### config.mk
export PLATFORM = sky130hd
export DESIGN_NAME = layer_compositor
export DESIGN_NICKNAME = d
export VERILOG_FILES = /design/src/rtl/layer_compositor.sv
export SDC_FILE = /design/constraint.sdc
export NUM_CORES = 1
export LEC_CHECK = 0
export CAP_MARGIN = 20
export CORE_UTILIZATION = 40
export CTS_BUF_LIST = sky130_fd_sc_hd__clkbuf_8
export CTS_CLUSTER_SIZE = 8
export DETAILED_ROUTE_END_ITERATION = 16
export GPL_TIMING_DRIVEN = 0
export PLACE_DENSITY_LB_ADDON = 0.15
export SYNTH_ARGS = -nofsm -noshare
export SYNTH_HDL_FRONTEND = slang
export SYNTH_SLANG_ARGS = --single-unit
### constraint.sdc
create_clock -name clk -period 6.2 [get_ports clk]
set_clock_uncertainty 0.1 [all_clocks]
set_input_delay 1.24 -clock clk [delete_from_list [all_inputs] [get_ports clk]]
set_output_delay 1.24 -clock clk [all_outputs]
set_load 0.02 [all_outputs]
### src/rtl/layer_compositor.sv
// layer_compositor: per-pixel layer priority select with colour key, frame-latched mask and overlay fade
module layer_compositor #(
  parameter int N_LAYERS = 4,
  parameter logic [11:0] KEY_COLOR = 12'hF0F,
  parameter bit FADE_EN = 1'b1,
  parameter int FADE_FRAMES = 2,
  parameter int IDX_W = $clog2(N_LAYERS + 2)
) (
  input  logic                    clk,
  input  logic                    rstn,
  input  logic                    pix_valid,
  input  logic                    video_off,
  input  logic                    frame_start,
  input  logic [N_LAYERS-1:0]     layer_on,
  input  logic [12*N_LAYERS-1:0]  layer_rgb,
  input  logic [N_LAYERS-1:0]     layer_mask,
  input  logic [11:0]             bg_rgb,
  input  logic                    overlay_sel,
  input  logic [11:0]             overlay_rgb,
  output logic [11:0]             rgb_out,
  output logic                    rgb_valid,
  output logic [IDX_W-1:0]        win_idx,
  output logic                    fade_busy
);
  localparam int CW = FADE_FRAMES > 1 ? $clog2(FADE_FRAMES) : 1;
  typedef enum logic [1:0] {IDLE, FADE_OUT, FADE_IN} state_t;
  state_t state;
  logic [CW-1:0] cnt;
  logic [4:0] level;
  logic [N_LAYERS-1:0] mask_sh;
  logic ovl_sh, s1_v, wrap;
  logic [11:0] s1_rgb, sel_rgb;
  logic [IDX_W-1:0] s1_idx, sel_idx;
  assign wrap = cnt == CW'(FADE_FRAMES - 1);
  function automatic logic [3:0] scale(input logic [3:0] c, input logic [4:0] l);
    logic [8:0] p;
    p = 9'(c) * 9'(l);
    return 4'(p >> 4);
  endfunction
  // descending scan so the lowest qualifying layer wins
  always_comb begin
    sel_rgb = bg_rgb;
    sel_idx = IDX_W'(N_LAYERS);
    for (int i = N_LAYERS - 1; i >= 0; i--)
      if (layer_on[i] && mask_sh[i] && layer_rgb[12*i +: 12] != KEY_COLOR) begin
        sel_rgb = layer_rgb[12*i +: 12];
        sel_idx = IDX_W'(i);
      end
    if (ovl_sh) begin
      sel_rgb = overlay_rgb;
      sel_idx = IDX_W'(N_LAYERS + 1);
    end
    if (video_off) begin
      sel_rgb = 12'h000;
      sel_idx = IDX_W'(N_LAYERS);
    end
  end
  always_ff @(posedge clk or negedge rstn)
    if (!rstn) begin
      s1_v <= 1'b0;
      s1_rgb <= 12'h000;
      s1_idx <= IDX_W'(N_LAYERS);
      rgb_valid <= 1'b0;
      rgb_out <= 12'h000;
      win_idx <= IDX_W'(N_LAYERS);
    end else begin
      s1_v <= pix_valid;
      if (pix_valid) begin
        s1_rgb <= sel_rgb;
        s1_idx <= sel_idx;
      end
      rgb_valid <= s1_v;
      if (s1_v) begin
        rgb_out <= {scale(s1_rgb[11:8], level), scale(s1_rgb[7:4], level), scale(s1_rgb[3:0], level)};
        win_idx <= s1_idx;
      end
    end
  // the overlay only switches while the screen is black (level 0)
  always_ff @(posedge clk or negedge rstn)
    if (!rstn) begin
      state <= IDLE;
      cnt <= '0;
      level <= 5'd16;
      mask_sh <= '0;
      ovl_sh <= 1'b0;
      fade_busy <= 1'b0;
    end else if (frame_start) begin
      mask_sh <= layer_mask;
      case (state)
        IDLE:
          if (overlay_sel != ovl_sh) begin
            if (FADE_EN) begin
              cnt <= '0;
              state <= FADE_OUT;
              fade_busy <= 1'b1;
            end else ovl_sh <= overlay_sel;
          end
        FADE_OUT:
          if (level == 5'd0) begin
            ovl_sh <= overlay_sel;
            cnt <= '0;
            state <= FADE_IN;
          end else begin
            cnt <= wrap ? '0 : cnt + 1'b1;
            if (wrap) level <= level - 5'd1;
          end
        FADE_IN: begin
          cnt <= wrap ? '0 : cnt + 1'b1;
          if (wrap) begin
            level <= level + 5'd1;
            if (level == 5'd15) begin
              state <= IDLE;
              fade_busy <= 1'b0;
            end
          end
        end
        default: state <= IDLE;
      endcase
    end
endmodule

* Word-level counts from Yosys, hierarchy flattened *
Cells that the tools add are included.

word-level totals
  output and inout port bits = 17
  flip-flop bits (word level) = 46
  word-level logic and storage cells = 79

cells by class
  multipliers = 3
  multiplexer cells = 29
  add/sub/neg operators = 3
  reduce and logical (&&, ||, !) cells = 18
  equal/unequal tests = 14

operators with widths
  kind                    count
  $mux W12                6
  $ne A12 B12 Y1 const B  4
  $mul A4 B5 Y8           3
  $mux W3                 6
  $mux W5                 3
  $reduce_and A5 Y1       3
  $ne A2 B2 Y1 const B    6
  $pmux W5 S2             1
  $logic_and A1 B1 Y1     8
  $mux W2                 4
  $mux W1                 6
  $pmux W2 S3             1
  $reduce_and A3 Y1       2
  $add A5 B1 Y5 const B   1
  $eq A5 B4 Y1 const B    1
  $logic_not A5 Y1        1
  $sub A5 B1 Y5 const B   1
  $reduce_bool A2 Y1      2
  $pmux W1 S3             1
  $reduce_bool A3 Y1      1
  $eq A2 B1 Y1 const B    1
  $eq A2 B2 Y1 const B    1
  $logic_not A2 Y1        1
  $pmux W1 S2             1
  other kinds (2)         2

* Logic depth before layout (Yosys ltp) *
  depth in word-level cells = 8
  gate-level depth with buffers = 12
  depth with buffers taken out = 11

* Least setup slack after synthesis *
OpenSTA, ideal clock, no wires.

  kind = register -> register
  start = register level[1]
  end = register rgb_out[7]
  cell stages (with the launch flop) = 13
  setup slack = 2870 ps
  buffers on the path = 1
  library setup time = 125 ps
  arrival time = 3105 ps
  cells stage by stage = dfrtp_1 clkbuf_1 and2_1 fa_1 inv_1 fa_1 inv_1 ha_1 nand4_1 o2111ai_1 a21oi_1 xor2_1 mux2_2

on the way
  cells in the longest elaborated chain, start to end = 1

RTL lines
  item                      RTL line  source
  start: declaration        29        logic [4:0] level;
  start signal: assignment  105       if (wrap) level <= level - 5'd1;
  start signal: assignment  110       level <= level + 5'd1;
  $mul A4 B5 Y8             37        p = 9'(c) * 9'(l);
  end signal: assignment    74        rgb_out <= {scale(s1_rgb[11:8], level), scale(s1_rgb[7:4], level), scale(s1_rgb[3:0], level)};
  end: declaration          20        output logic [11:0] rgb_out,

Every way passes these cells.
A chain may end at the register's enable or synchronous reset.

* Final worst setup path *
  start = register level[1]
  end = register rgb_out[3]

Same word-level chain as after synthesis.

==> impl_metrics.py <==
metrics = {
    "min_path": {
        "hold_path_depth": 0,
        "whs_endpoint": "rgb_valid$_DFF_PN0_",
        "min_path_type": "register to register",
        "hp-start": "s1_v$_DFF_PN0_",
    },
    "clocking": {
        "cts.clk_slew.worst_paths_ns": 0.09,
        "cts_root_buffer": "clkbuf_8",
        "postCtsSetupBuffers": 0,
        "clock_sink_count": 46,
        "cts_tree": "yes",
        "cts_inserted_buffers": 5,
        "cts_resized": 0,
        "cts_buffer_depth": 2,
        "cts_max_level": 2,
        "clk_latency_ns": 0.31,
        "cts_hold_buf": 0,
    },
    "finish": {
        "final_cell_mix": "clkdlybuf4s50_1 (100), nand2_1 (48), inv_1 (46)",
        "mostFrequentLayoutCell": "clkdlybuf4s50_1",
        "fin_area_um2": 5590,
        "drive_above_1_share": 0.0637,
        "regArea_um2": 1150,
        "multi_input_area_um2": 2880,
        "area_growth_pct": 30.5,
        "nFillCells": 983,
        "fin_cells": 717,
        "fin_nets": 716,
        "diodes": 0,
    },
    "sta": {
        "slew_headroom": 0.391,
        "fmax_ghz": 0.270,
        "fin_crit_sh": 0.597,
        "setup_viol": 0,
        "report.final.slew_viol_count": 0,
        "setup-tns-final_ns": 0,
        "timing.hold.ws_ns": 0.279,
        "tightest_slew_ns": 0.906,
        "fin_crit_ns": 3.70,
        "finalHoldViolCount": 0,
        "grt_setup_unrepaired": "false",
    },
    "worst_setup_path": {
        "max_stage_delay_ns": 0.57,
        "cp_max_fo": 10,
        "timing.rr.end": "rgb_out[3]$_DFFE_PN0P_",
        "rr_startpoint": "level[1]$_DFFE_PN0P_",
        "reg2regPathDepth": 11,
        "cp_cell_sequence": "clkbuf_1 > nand2_1 > fa_1 > fa_1 > inv_1 > ha_1 > nand4_1 > o2111ai_1 > a21oi_1 > xor2_1 > mux2_2",
        "reg2reg_slack_ns": 2.50,
        "crit_slowest_cell": "dfrtp_1",
        "cp-end-kind": "register",
        "crit_path_start_kind": "register",
        "crit_top_cell": "fa_1",
        "cp.required_ns": 6.30,
        "arrival_ns": 3.81,
        "crit_type": "register to register",
    },
    "synthesis": {
        "ys_types": 64,
        "synth_adder_area_share": 0.174,
        "synth-async-reset-ratio": 1.00,
        "yosys.area_share.simple": 0.200,
        "synth_edf_count": 0,
        "syn_area_um2": 4280,
        "synth-xor-area-share": 0.0470,
        "ys_warn_count": 0,
        "syn_inst": 471,
        "synth_top_family_by_area": "simple AND/OR/NAND/NOR gates",
        "syn-num-nets": 607,
        "synth_compound_area_frac": 0.187,
        "ys_seq_area_frac": 0.270,
        "synth-main-ff-cell": "dfrtp_1",
        "syn_avg_cell_area_um2": 9.10,
        "synth_mux_area_frac": 0.0628,
        "synth.ff_latch_count": 46,
    },
    "drt": {
        "via_per_inst": 5.47,
        "drt_wl_total_um": 11900,
        "drt_iter0_drc": 135,
        "drc": 0,
        "drt_first_pass_iters": 4,
        "via_count": 3925,
        "avgRoutedWirePerCell_um": 16.6,
        "ant_nets": 0,
    },
    "place": {
        "dp_cells": 709,
        "gp_congestion": 0.937,
        "port_buffers": 101,
        "placed_area_um2": 5480,
        "dp_hpwl_um": 10100,
    },
    "run": {
        "cap_violations": 0,
    },
    "grt": {
        "grtUsageTotal": 0.225,
        "grt_antenna_before_repair": 0,
        "overflow": 0,
        "grt_max_degree": 30,
        "grt_pass1_wl_um": 19600,
        "grt_pass1_vias": 3916,
    },
    "floorplanning": {
        "fp.dieW_um": 105,
        "io_pins": 103,
        "floorplan.initialDensity": 0.413,
        "die_area_um2": 11100,
        "coreArea_um2": 10400,
        "die_y_um": 105,
        "num_rows": 37,
    },
    "pwr": {
        "vdd_drop_max_mv": 0.138,
        "leakage_nw": 2.46,
        "power_density_nw_per_um2": 307,
    },
    "run_status": {
        "status": "complete, no violations",
    },
}
## layout make-up
cell class / count / area share
multi-input cells: 361 / 0.515
repair buffers: 102 / 0.184
flip-flops and latches: 46 / 0.207
inverters: 45 / 0.0302
plain buffers: 19 / 0.0148
well taps: 136 / 0.0304
clock buffers: 5 / 0.0123
clock inverters: 3 / 0.00739
## cell families after synthesis
kind of cell / count (synthesis)
flip-flops: 46
buffers and inverters: 64
AND/OR/NAND/NOR: 151
XOR/XNOR: 23
multiplexers: 25
adder cells (fa/ha/maj): 50
AO/OA/AOI/OAI: 112
## routing by layer
metal,GRT usage,share of wire
met5,0,0
met4,0.101,0.031
met3,0.0284,0.047
met2,0.383,0.48
met1,0.284,0.44
## synthesized netlist by cell type (5+ instances only)
cell type / instances / area share
clkbuf_1: 14 / 0.012
mux2i_1: 10 / 0.023
xor2_1: 8 / 0.016
a21boi_0: 6 / 0.011
nand3_1: 5 / 0.0058
o211ai_1: 5 / 0.0088
a21o_1: 6 / 0.011
o221ai_1: 6 / 0.012
mux2_2: 13 / 0.034
fa_1: 16 / 0.075
dfrtp_1: 43 / 0.25
o31ai_1: 6 / 0.011
a22oi_1: 5 / 0.0088
nand4_1: 8 / 0.012
xnor2_1: 15 / 0.031
a211oi_1: 15 / 0.026
nand2_1: 48 / 0.042
o21ai_0: 7 / 0.0082
ha_1: 34 / 0.099
nor2_1: 16 / 0.014
and2_1: 33 / 0.048
nor3_1: 6 / 0.0070
a21oi_1: 23 / 0.027
inv_1: 45 / 0.039
## critical path, delay by kind of cell, from the launching register on
family	cells	cell delay, ns
muxes	1	0.26
DFF	1	0.57
buffers and inverters	2	0.41
AOI/OAI and AO/OA	2	0.44
and+or+nand+nor	2	0.28
xor gates and xnor gates	1	0.15
adders and majority gates	3	1.39
## state kept, by name, indices dropped and copies added, names as in the netlist
| register | count |
|---|---|
| fade_busy | 1 |
| s1_v | 1 |
| level | 5 |
| state | 2 |
| cnt | 1 |
| s1_rgb | 12 |
| rgb_valid | 1 |
| win_idx | 3 |
| rgb_out | 12 |
| s1_idx | 3 |
| ovl_sh | 1 |
| mask_sh | 4 |
## worst max-delay path by stage
| stage | startpoint | to | depth (start not counted) |
|---|---|---|---|
| final | level[1]$_DFFE_PN0P_ | rgb_out[3]$_DFFE_PN0P_ | 11 |
| after global routing | level[1]$_DFFE_PN0P_ | rgb_out[3]$_DFFE_PN0P_ | 11 |
| after CTS | level[1]$_DFFE_PN0P_ | rgb_out[3]$_DFFE_PN0P_ | 11 |
| after detailed placement | level[1]$_DFFE_PN0P_ | rgb_out[3]$_DFFE_PN0P_ | 11 |
| after global placement | rstn | win_idx[1]$_DFFE_PN0P_ | 1 |
| after floorplan | level[1]$_DFFE_PN0P_ | rgb_out[7]$_DFFE_PN0P_ | 12 |
## per-stage QoR
step | setup slack (ns) | total power [W] | util
final | 2.50 | 0.00172 | 0.539
after global routing | 2.27 | 0.00188 | 0.539
after CTS | 2.48 | 0.00174 | 0.539
after detailed placement | 2.48 | 0.00150 | 0.528
after global placement | 2.37 | 0.00147 | 0.527
after floorplan | 2.87 | 0.00116 | -
## power breakdown
group	internal [W]	leakage [nW]	switching [W]
Clock	0.000119	0.0556	0.000111
Sequential	0.000396	0.574	0.000103
Combinational	0.000454	1.83	0.000535
Total	0.000969	2.46	0.000749
No activity file was read; power rests on OpenSTA's default activity.
